===== src/rtl/axibram_read_wide_pkg.sv =====
// axibram_pkg: shared burst/response codes, engine states and burst address stepping
// Exports: BURST_* and RESP_* codes, state_t, wrap_ok(), burst_err(), next_addr()
package axibram_pkg;
  localparam logic [1:0] BURST_FIXED = 2'b00;
  localparam logic [1:0] BURST_INCR = 2'b01;
  localparam logic [1:0] BURST_WRAP = 2'b10;
  localparam logic [1:0] RESP_OKAY = 2'b00;
  localparam logic [1:0] RESP_SLVERR = 2'b10;
  typedef enum logic {IDLE, BURST} state_t;
  function automatic logic wrap_ok(logic [3:0] len);
    return len == 4'd1 || len == 4'd3 || len == 4'd7 || len == 4'd15;
  endfunction
  function automatic logic burst_err(logic [1:0] burst, logic [3:0] len);
    return burst == 2'b11 || (burst == BURST_WRAP && !wrap_ok(len));
  endfunction
  // Reserved bursts and illegal-length WRAPs step like INCR.
  function automatic logic [31:0] next_addr(logic [31:0] addr, logic [1:0] burst, logic [3:0] len);
    return burst == BURST_FIXED ? addr :
           burst == BURST_WRAP && wrap_ok(len) ? (addr & ~{28'd0, len}) | ((addr + 32'd1) & {28'd0, len}) :
           addr + 32'd1;
  endfunction
endpackage


===== src/rtl/axibram_read_wide_if.sv =====
// axibram_read_wide_if: AXI3 read channels (AR + R) between a GP master and the BRAM bridge
// Modports: master drives AR payload/arvalid and rready; slave drives arready and the R beat
interface axibram_read_wide_if #(parameter int DATA_BITS = 32, parameter int ID_BITS = 12);
  logic [31:0] araddr;
  logic arvalid;
  logic arready;
  logic [ID_BITS-1:0] arid;
  logic [3:0] arlen;
  logic [2:0] arsize;
  logic [1:0] arburst;
  logic [DATA_BITS-1:0] rdata;
  logic rvalid;
  logic rready;
  logic [ID_BITS-1:0] rid;
  logic rlast;
  logic [1:0] rresp;
  modport master(output araddr, arvalid, arid, arlen, arsize, arburst, rready,
                 input arready, rdata, rvalid, rid, rlast, rresp);
  modport slave(input araddr, arvalid, arid, arlen, arsize, arburst, rready,
                output arready, rdata, rvalid, rid, rlast, rresp);
endinterface


===== src/rtl/axibram_read_wide_fifo.sv =====
// fifo_sync_w_d: synchronous FIFO, 2**DEPTH_LOG2 entries, push and pop allowed together when full
// Ports: aclk, rst (async, active-high), push/din, pop/dout (head), nempty, full, count
module fifo_sync_w_d #(parameter int WIDTH = 8, parameter int DEPTH_LOG2 = 2) (
  input  logic aclk,
  input  logic rst,
  input  logic push,
  input  logic [WIDTH-1:0] din,
  input  logic pop,
  output logic [WIDTH-1:0] dout,
  output logic nempty,
  output logic full,
  output logic [DEPTH_LOG2:0] count
);
  logic [WIDTH-1:0] mem [2**DEPTH_LOG2];
  logic [DEPTH_LOG2-1:0] wp, rp;
  logic do_push, do_pop;
  assign do_pop = pop && nempty;
  assign do_push = push && (!full || do_pop);
  assign nempty = count != '0;
  assign full = count[DEPTH_LOG2];
  assign dout = mem[rp];
  always_ff @(posedge aclk or posedge rst)
    if (rst) begin
      wp <= '0;
      rp <= '0;
      count <= '0;
    end else begin
      wp <= wp + DEPTH_LOG2'(do_push);
      rp <= rp + DEPTH_LOG2'(do_pop);
      count <= count + (DEPTH_LOG2+1)'(do_push) - (DEPTH_LOG2+1)'(do_pop);
    end
  always_ff @(posedge aclk) if (do_push) mem[wp] <= din;
endmodule


===== src/rtl/axibram_read_wide.sv =====
// axibram_read_wide: AXI3 read slave (FIXED/INCR/WRAP) bridging to a synchronous BRAM read port
// Ports: aclk, rst (async, active-high); axi (slave modport: AR in, R out);
//        bram_rclk/bram_raddr/bram_ren/bram_regen out, bram_rdata in
module axibram_read_wide import axibram_pkg::*; #(
  parameter int DATA_BITS = 32,
  parameter int ADDRESS_BITS = 10,
  parameter int ID_BITS = 12,
  parameter int AR_DEPTH_LOG2 = 2,
  parameter int BRAM_LATENCY = 2
) (
  input  logic aclk,
  input  logic rst,
  axibram_read_wide_if.slave axi,
  output logic bram_rclk,
  output logic [ADDRESS_BITS-1:0] bram_raddr,
  output logic bram_ren,
  output logic bram_regen,
  input  logic [DATA_BITS-1:0] bram_rdata
);
  localparam int S = $clog2(DATA_BITS/8);
  localparam int R_DEPTH = BRAM_LATENCY + 2;
  localparam int AF_W = ID_BITS + 2 + 3 + 4 + ADDRESS_BITS;
  localparam int MW = ID_BITS + 3;
  localparam int OF_W = MW + DATA_BITS;
  localparam int OF_LOG2 = $clog2(R_DEPTH);
  function automatic logic [ADDRESS_BITS-1:0] step(logic [ADDRESS_BITS-1:0] a, logic [1:0] b, logic [3:0] l);
    return ADDRESS_BITS'(next_addr(32'(a), b, l));
  endfunction
  logic up, af_pop, af_nempty, af_full, of_nempty, of_full, credit, arrive, regen_q, unused_ok;
  logic [AF_W-1:0] af_dout;
  logic [AR_DEPTH_LOG2:0] af_count;
  logic [OF_W-1:0] of_dout;
  logic [OF_LOG2:0] of_count;
  logic [ID_BITS-1:0] h_id, id, id_n, iid;
  logic [1:0] h_burst, burst, burst_n;
  logic [2:0] h_size;
  logic [3:0] h_len, len, len_n, cnt, cnt_n;
  logic [ADDRESS_BITS-1:0] h_addr, addr, addr_n, iaddr, raddr_q;
  logic h_err, err, err_n, ierr, ilast;
  logic [MW-1:0] imeta;
  logic [BRAM_LATENCY-1:0] pv;
  logic [BRAM_LATENCY-1:0][MW-1:0] pm;
  state_t state, state_n;
  assign unused_ok = ^{af_count, of_full, axi.araddr};
  // A pop on a full address FIFO frees the slot the incoming AR needs.
  assign axi.arready = up && (!af_full || af_pop);
  fifo_sync_w_d #(.WIDTH(AF_W), .DEPTH_LOG2(AR_DEPTH_LOG2)) u_ar (
    .aclk, .rst, .push(axi.arvalid && axi.arready),
    .din({axi.arid, axi.arburst, axi.arsize, axi.arlen, axi.araddr[ADDRESS_BITS+S-1:S]}),
    .pop(af_pop), .dout(af_dout), .nempty(af_nempty), .full(af_full), .count(af_count));
  assign {h_id, h_burst, h_size, h_len, h_addr} = af_dout;
  assign h_err = burst_err(h_burst, h_len) || h_size != 3'(S);
  // Reads already in the BRAM pipeline are counted so the output FIFO can always absorb them.
  assign credit = int'(of_count) + $countones(pv) < R_DEPTH;
  // In IDLE the first beat is issued straight from the FIFO head; in BURST cnt is beats left minus one.
  always_comb begin
    state_n = state;
    {id_n, burst_n, len_n, err_n, addr_n, cnt_n} = {id, burst, len, err, addr, cnt};
    bram_ren = 1'b0;
    af_pop = 1'b0;
    {iid, ierr, iaddr, ilast} = {id, err, addr, 1'b0};
    if (state == IDLE) begin
      if (af_nempty && credit) begin
        bram_ren = 1'b1;
        af_pop = 1'b1;
        {iid, ierr, iaddr, ilast} = {h_id, h_err, h_addr, h_len == 4'd0};
        {id_n, burst_n, len_n, err_n} = {h_id, h_burst, h_len, h_err};
        addr_n = step(h_addr, h_burst, h_len);
        cnt_n = h_len - 4'd1;
        state_n = h_len == 4'd0 ? IDLE : BURST;
      end
    end else if (credit) begin
      bram_ren = 1'b1;
      ilast = cnt == 4'd0;
      if (cnt != 4'd0) begin
        cnt_n = cnt - 4'd1;
        addr_n = step(addr, burst, len);
      end else begin
        af_pop = af_nempty;
        state_n = af_nempty ? BURST : IDLE;
        {id_n, burst_n, len_n, err_n, addr_n, cnt_n} = {h_id, h_burst, h_len, h_err, h_addr, h_len};
      end
    end
  end
  assign imeta = {iid, ierr ? RESP_SLVERR : RESP_OKAY, ilast};
  always_ff @(posedge aclk or posedge rst)
    if (rst) begin
      state <= IDLE;
      up <= 1'b0;
      raddr_q <= '0;
      regen_q <= 1'b0;
      pv <= '0;
    end else begin
      state <= state_n;
      up <= 1'b1;
      raddr_q <= bram_ren ? iaddr : raddr_q;
      regen_q <= bram_ren;
      pv <= BRAM_LATENCY'({pv, bram_ren});
    end
  always_ff @(posedge aclk) begin
    {id, burst, len, err, addr, cnt} <= {id_n, burst_n, len_n, err_n, addr_n, cnt_n};
    pm <= (BRAM_LATENCY*MW)'({pm, imeta});
  end
  assign bram_rclk = aclk;
  assign bram_raddr = bram_ren ? iaddr : raddr_q;
  assign bram_regen = BRAM_LATENCY == 2 && regen_q;
  // Arriving data is presented directly when the FIFO is empty, giving rvalid
  // in the same cycle the BRAM data appears; it is stored only if not taken.
  assign arrive = pv[BRAM_LATENCY-1];
  fifo_sync_w_d #(.WIDTH(OF_W), .DEPTH_LOG2(OF_LOG2)) u_r (
    .aclk, .rst, .push(arrive && (of_nempty || !axi.rready)),
    .din({pm[BRAM_LATENCY-1], bram_rdata}),
    .pop(axi.rready), .dout(of_dout), .nempty(of_nempty), .full(of_full), .count(of_count));
  assign axi.rvalid = of_nempty || arrive;
  assign {axi.rid, axi.rresp, axi.rlast, axi.rdata} =
    of_nempty ? of_dout : arrive ? {pm[BRAM_LATENCY-1], bram_rdata} : '0;
endmodule


===== src/flat_wrapper.sv =====
// flat-port wrapper written by rule: the top's interface ports become plain ports
module axibram_read_wide_flat import axibram_pkg::*;
#(
  parameter int DATA_BITS = 32,
  parameter int ADDRESS_BITS = 10,
  parameter int ID_BITS = 12,
  parameter int AR_DEPTH_LOG2 = 2,
  parameter int BRAM_LATENCY = 2
)
  (aclk, rst, bram_rclk, bram_raddr, bram_ren, bram_regen, bram_rdata, axi_araddr, axi_arvalid, axi_arid, axi_arlen, axi_arsize, axi_arburst, axi_rready, axi_arready, axi_rdata, axi_rvalid, axi_rid, axi_rlast, axi_rresp);
  axibram_read_wide_if #(.DATA_BITS(DATA_BITS), .ID_BITS(ID_BITS)) axi_i ();
  input  logic aclk;
  input  logic rst;
  output logic bram_rclk;
  output logic [ADDRESS_BITS-1:0] bram_raddr;
  output logic bram_ren;
  output logic bram_regen;
  input  logic [DATA_BITS-1:0] bram_rdata;
  input wire logic [$bits(axi_i.araddr)-1:0] axi_araddr;
  input wire logic [$bits(axi_i.arvalid)-1:0] axi_arvalid;
  input wire logic [$bits(axi_i.arid)-1:0] axi_arid;
  input wire logic [$bits(axi_i.arlen)-1:0] axi_arlen;
  input wire logic [$bits(axi_i.arsize)-1:0] axi_arsize;
  input wire logic [$bits(axi_i.arburst)-1:0] axi_arburst;
  input wire logic [$bits(axi_i.rready)-1:0] axi_rready;
  output wire logic [$bits(axi_i.arready)-1:0] axi_arready;
  output wire logic [$bits(axi_i.rdata)-1:0] axi_rdata;
  output wire logic [$bits(axi_i.rvalid)-1:0] axi_rvalid;
  output wire logic [$bits(axi_i.rid)-1:0] axi_rid;
  output wire logic [$bits(axi_i.rlast)-1:0] axi_rlast;
  output wire logic [$bits(axi_i.rresp)-1:0] axi_rresp;
  assign axi_i.araddr = axi_araddr;
  assign axi_i.arvalid = axi_arvalid;
  assign axi_i.arid = axi_arid;
  assign axi_i.arlen = axi_arlen;
  assign axi_i.arsize = axi_arsize;
  assign axi_i.arburst = axi_arburst;
  assign axi_i.rready = axi_rready;
  assign axi_arready = axi_i.arready;
  assign axi_rdata = axi_i.rdata;
  assign axi_rvalid = axi_i.rvalid;
  assign axi_rid = axi_i.rid;
  assign axi_rlast = axi_i.rlast;
  assign axi_rresp = axi_i.rresp;
  axibram_read_wide #(.DATA_BITS(DATA_BITS), .ADDRESS_BITS(ADDRESS_BITS), .ID_BITS(ID_BITS), .AR_DEPTH_LOG2(AR_DEPTH_LOG2), .BRAM_LATENCY(BRAM_LATENCY)) u_core (.aclk(aclk), .rst(rst), .axi(axi_i), .bram_rclk(bram_rclk), .bram_raddr(bram_raddr), .bram_ren(bram_ren), .bram_regen(bram_regen), .bram_rdata(bram_rdata));
endmodule

===== config.mk =====
export PLATFORM = sky130hd
export DESIGN_NAME = axibram_read_wide_flat
export DESIGN_NICKNAME = d
export VERILOG_FILES = /design/src/rtl/axibram_read_wide_pkg.sv /design/src/rtl/axibram_read_wide_if.sv /design/src/rtl/axibram_read_wide_fifo.sv /design/src/rtl/axibram_read_wide.sv /design/src/flat_wrapper.sv
export SDC_FILE = /design/constraint.sdc
export NUM_CORES = 1
export LEC_CHECK = 0
export BUFFER_PORTS_ARGS = -buffer_cell sky130_fd_sc_hd__buf_2
export CAP_MARGIN = 0
export CELL_PAD_IN_SITES_DETAIL_PLACEMENT = 2
export CELL_PAD_IN_SITES_GLOBAL_PLACEMENT = 2
export CORE_MARGIN = 4
export CORE_UTILIZATION = 48
export DETAILED_ROUTE_END_ITERATION = 10
export GPL_ROUTABILITY_DRIVEN = 0
export PLACE_DENSITY_LB_ADDON = 0.08
export SYNTH_ARGS = -nofsm -noshare
export SYNTH_HDL_FRONTEND = slang
export SYNTH_HIERARCHICAL = 1
export SYNTH_SLANG_ARGS = --single-unit

===== constraint.sdc =====
create_clock -name aclk -period 14.79 [get_ports aclk]
set_clock_uncertainty 0.15 [all_clocks]
set_input_delay 2.958 -clock aclk [delete_from_list [all_inputs] [get_ports aclk]]
set_output_delay 2.958 -clock aclk [all_outputs]
set_load 0.05 [all_outputs]

==> qor.csv, run 1 <==
metric,value,unit
status,completed,
cts_tree,yes,
max_stage_delay,0.20,ns
cp_top_family,buffers and inverters,
diodes,0,
hold_class,reg -> reg,
syn_avg_cell_area,18.4,µm²
vias_per_cell,5.72,
cts_setup_buffers,0,
regArea,0.0116,mm²
clkSlewWorstSetupHoldPaths,0.06,ns
final_cell_mix,"edfxtp_1 (345), buf_2 (128), mux4_2 (73)",
grt_pass1_wl,58000,µm
die_h,192,µm
place_hpwl,23600,µm
antenna_found_initial,0,
fin_nets,1133,
hold-path-cell-count,0,
hp-start,u_core/pm[12]$_DFF_P_,
grt_max_degree,52,
instances_no_fill,1511,
ir_drop,0.132,mV
crit_buf_inv,3,
initial_utilization,48.5,%
die_area,0.0368,mm²
power,4.42,mW
pre_cts_ws,4.10,ns
cts_resized,0,
vias,8640,
drive_gt1_share,32.4,%
p_leak,6.55,nW
drc,0,
rrSetupSlack,10.96,ns
worstPathArrival,7.85,ns
setup_viol,0,
drv_cap,0,
holdBufCountCts,0,
path_class,clk -> out,
netlist_area,0.0162,mm²
hold_viol,0,
power.density,235,mW/mm²
crit_path_max_fanout,2,
insertion_delay,0.63,ns
fill_cells,2819,
ios,151,
r2r_start,u_core/u_r/count[2]$_DFF_PP0_,
tns,0,ns
maxSlewHeadroom,21.8,%
drt_iter0_markers,411,
overflow,0,
fin_ws,3.83,ns
die_x,192,µm
rsz0062_at_grt,false,
port_buffers,128,
rr_worst_depth,6,
rows,67,
crit_required,11.68,ns
dp.cells,1431,
slew_violations,0,
core_area,0.0334,mm²
min_to,u_core/pm[27]$_DFF_P_,
cpMaxStageDelayCell,buf_2,
area_growth_syn_to_layout,16.0,%
reg2reg_to,u_core/u_r/mem[2][27]$_DFFE_PP_,
drtAntennaViolNets,0,
synth_cells,881,
end_kind,output pin,
cpMostUsedCell,clkbuf_16,
multi_input_area,0.00423,mm²
yosys_warnings,6,
crit_path_start_kind,clock port,
grt_pass1_vias,9764,
drt_wl_total,36900,µm
path_cells,clkbuf_16 -> clkbuf_16 -> buf_2,
grt.total_usage,20.3,%
layout_commonest_cell,edfxtp_1,
drtPass1Iterations,4,
timing_worst_slew_pin_value,1.17,ns
wl_per_cell,24.4,µm
[cell type report]
cell class / instances / share of cell area (%)
well taps: 448 / 2.98
clock buffers: 65 / 7.16
flip-flops and latches: 401 / 61.8
clock inverters: 16 / 0.857
multi-input cells: 402 / 22.5
inverters: 33 / 0.658
repair buffers: 146 / 4.13
[power by group]
| group | total, mW | leakage (nW) | internal, mW | switching [mW] |
|---|---|---|---|---|
| combinational | 1.67 | 2.11 | 0.566 | 1.11 |
| sequential | 1.62 | 3.69 | 1.47 | 0.154 |
| clock | 1.12 | 0.753 | 0.685 | 0.437 |
[routing by layer]
metal	wire length (µm)	share of wire (%)	up-vias	GRT usage (%)
met5	0	0	-	0
met4	564	1.5	0	4.64
met3	1670	4.5	45	3.78
met2	19100	52	169	35.7
met1	15600	42	4536	26.6
li1	-	-	3890	-
[state kept, by name, summed over array words and instances (netlist names), 3 cells and up, named ones only]
register,count
u_core/addr,7
u_core/id,12
u_core/u_ar/count,3
u_core/pm,28
u_core/cnt,4
u_core/u_r/count,3
u_core/len,4
u_core/u_ar/mem,124
u_core/u_r/mem,188
u_core/raddr_q,10
[how the worst max path moves through the flow]
stage	from	end	slack, ns	depth (start not counted)
after floorplan	axi_rready	u_core/u_r/mem[0][0]$_DFFE_PP_	3.16	3
after global placement	aclk	bram_rclk	4.10	1
after detailed placement	aclk	bram_rclk	4.10	1
after CTS	aclk	bram_rclk	3.83	3
after global routing	aclk	bram_rclk	3.83	3
final	aclk	bram_rclk	3.83	3
[worst register-to-register path, delay by kind of cell, from the launching register on]
kind,cells,cell delay (ns)
AOI/OAI and AO/OA,1,0.56
and+or+nand+nor,2,0.91
DFF,1,0.64
buffers and inverters,3,1.18
[metrics by stage]
stage / instance area, µm² / hold WS (ns) / utilization [%]
after floorplan: 16200 / 0.160 / -
after global placement: 17300 / 0.161 / 51.8
after detailed placement: 17300 / 0.165 / 51.8
after CTS: 18800 / 0.175 / 56.3
after global routing: 18800 / 0.190 / 56.3
final: 18800 / 0.174 / 56.3
Note: power is estimated with default switching activity, not from simulation.
==> run 2, diff against run 1 <==
- ABC_AREA: unset -> 1
- CORE_UTILIZATION: 48 -> 39
- clock period: 14.79 -> 10.56 ns (I/O delays scaled with it)
==> run 2 against run 1 <==
  * Non-clock buffer count shrank 1
  * Highest routed layer unchanged
  * Clock power grew 47%
  * Critical path depth is the same
  * Worst setup slack lost 1.3 ns
  * Synthesized area grew 3.5%
==> qor.csv, run 2 <==
metric,value,unit
largest_register,u_core/u_r/mem,
grt_max_degree,96,
status,completed,
wl_per_cell,19.8,µm
diodes,0,
initial_utilization,39.8,%
port_buffers,128,
ir_drop,0.173,mV
fin_area,0.0194,mm²
vias,11500,
ios,151,
drt_iter0_markers,448,
layout_commonest_cell,edfxtp_1,
cpMostUsedCell,clkbuf_16,
placed_cell_area,0.0179,mm²
cp_top_family,buffers and inverters,
drv_cap,0,
holdBufCountCts,0,
insertion_delay,0.69,ns
hold_class,reg -> reg,
crit_required,8.30,ns
clkPwrFrac,23.5,%
fill_cells,4355,
grt_pass1_wl,69400,µm
rows,75,
crit_cells,3,
r2r_start,u_core/cnt[0]$_DFFE_PP_,
end_kind,output pin,
path_class,clk -> out,
p_leak,7.55,nW
cts_tree,yes,
worstPathArrival,5.72,ns
drt_wl_total,43800,µm
cpMaxStageDelayCell,buf_2,
overflow,0,
p_seq_share,34.3,%
die_area,0.0464,mm²
setup_viol,0,
cp-endpoint,bram_rclk,
tns,0,ns
slew_violations,0,
hold_viol,0,
drive_gt1_share,15.1,%
power_switching,3.12,mW
drc,0,
power.density,361,mW/mm²
yosys_warnings,6,
switching_share,44.4,%
rrSetupSlack,6.13,ns
antenna_found_initial,0,
synth_cells,1522,
maxSlewHeadroom,30.2,%
die_h,216,µm
final_cell_mix,"edfxtp_1 (345), nor2_1 (278), nand2_1 (231)",
cts_resized,0,
rr_worst_depth,13,
netlist_area,0.0168,mm²
grt_pass1_vias,12700,
core_area,0.0422,mm²
area_growth_syn_to_layout,15.7,%
cts_setup_buffers,0,
p_int,3.90,mW
timing_worst_slew_pin_value,1.05,ns
syn_avg_cell_area,11.0,µm²
die_x,216,µm
top_regs,"u_core/u_r/mem x188, u_core/u_ar/mem x124, u_core/pm x28",
comb_power_share,42.2,%
grt.total_usage,18.7,%
crit_start,aclk,
drtPass1Iterations,4,
reg2reg_to,u_core/u_ar/mem[2][1]$_DFFE_PP_,
clkSlewWorstSetupHoldPaths,0.06,ns
largest_reg_flops,188,
rsz0062_at_grt,false,
max_stage_delay,0.20,ns
crit_buf_inv,3,
crit_path_start_kind,clock port,
place_hpwl,27000,µm
drtAntennaViolNets,0,
crit_path_max_fanout,2,
vias_per_cell,5.19,
path_cells,clkbuf_16 -> clkbuf_16 -> buf_2,
fin_nets,1746,
## run 2: power groups by stage
stage          clock (mW)  sequential [mW]  combinational [mW]
2_1_floorplan      0.0204             2.35                2.26
3_3_place_gp       0.0181             2.41                2.91
3_5_place_dp       0.0181             2.44                3.01
4_1_cts              1.70             2.41                3.03
5_1_grt              1.77             2.45                3.28
6_report             1.65             2.41                2.97
## run 2: metrics by stage
| stage | setup WS [ns] | total power, mW | instances | hold WS, ns | utilization, % |
|---|---|---|---|---|---|
| 3_5_place_dp | 2.83 | 5.47 | 2132 | 0.165 | 42.3 |
| 5_1_grt | 2.57 | 7.51 | 2213 | 0.175 | 46.0 |
| 6_report | 2.58 | 7.02 | 2213 | 0.163 | 46.0 |
| 4_1_cts | 2.57 | 7.15 | 2213 | 0.170 | 46.0 |
| 2_1_floorplan | 2.85 | 4.64 | 1525 | 0.160 | - |
| 3_3_place_gp | 2.83 | 5.34 | 2132 | 0.161 | 42.3 |
## run 2: worst min-delay path by stage
| stage | end | depth (start not counted) | startpoint | slack [ns] |
|---|---|---|---|---|
| 6_report | u_core/pm[22]$_DFF_P_ | 0 | u_core/pm[7]$_DFF_P_ | 0.16 |
| 2_1_floorplan | u_core/pm[15]$_DFF_P_ | 0 | u_core/pm[0]$_DFF_P_ | 0.16 |
| 3_5_place_dp | u_core/pm[22]$_DFF_P_ | 0 | u_core/pm[7]$_DFF_P_ | 0.16 |
| 5_1_grt | u_core/pm[24]$_DFF_P_ | 0 | u_core/pm[9]$_DFF_P_ | 0.18 |
| 4_1_cts | u_core/pm[22]$_DFF_P_ | 0 | u_core/pm[7]$_DFF_P_ | 0.17 |
| 3_3_place_gp | u_core/pm[19]$_DFF_P_ | 0 | u_core/pm[4]$_DFF_P_ | 0.16 |
## run 2: final cells by class
| class | instances | area (µm²) | area share [%] |
|---|---|---|---|
| timing repair buffer | 145 | 771 | 3.97 |
| tap | 539 | 674 | 3.47 |
| clock buffer | 60 | 1330 | 6.84 |
| clock inverter | 22 | 256 | 1.32 |
| multi-input combinational | 957 | 4440 | 22.9 |
| sequential | 401 | 11600 | 59.8 |
| inverter | 89 | 337 | 1.73 |
## run 2: layer usage
metal / wire (µm) / up-vias / track usage [%]
li1: - / 5488 / -
met1: 18700 / 5783 / 22.3
met2: 22900 / 161 / 34.9
met3: 1260 / 56 / 2.88
met4: 893 / 0 / 5.45
met5: 0 / - / 0
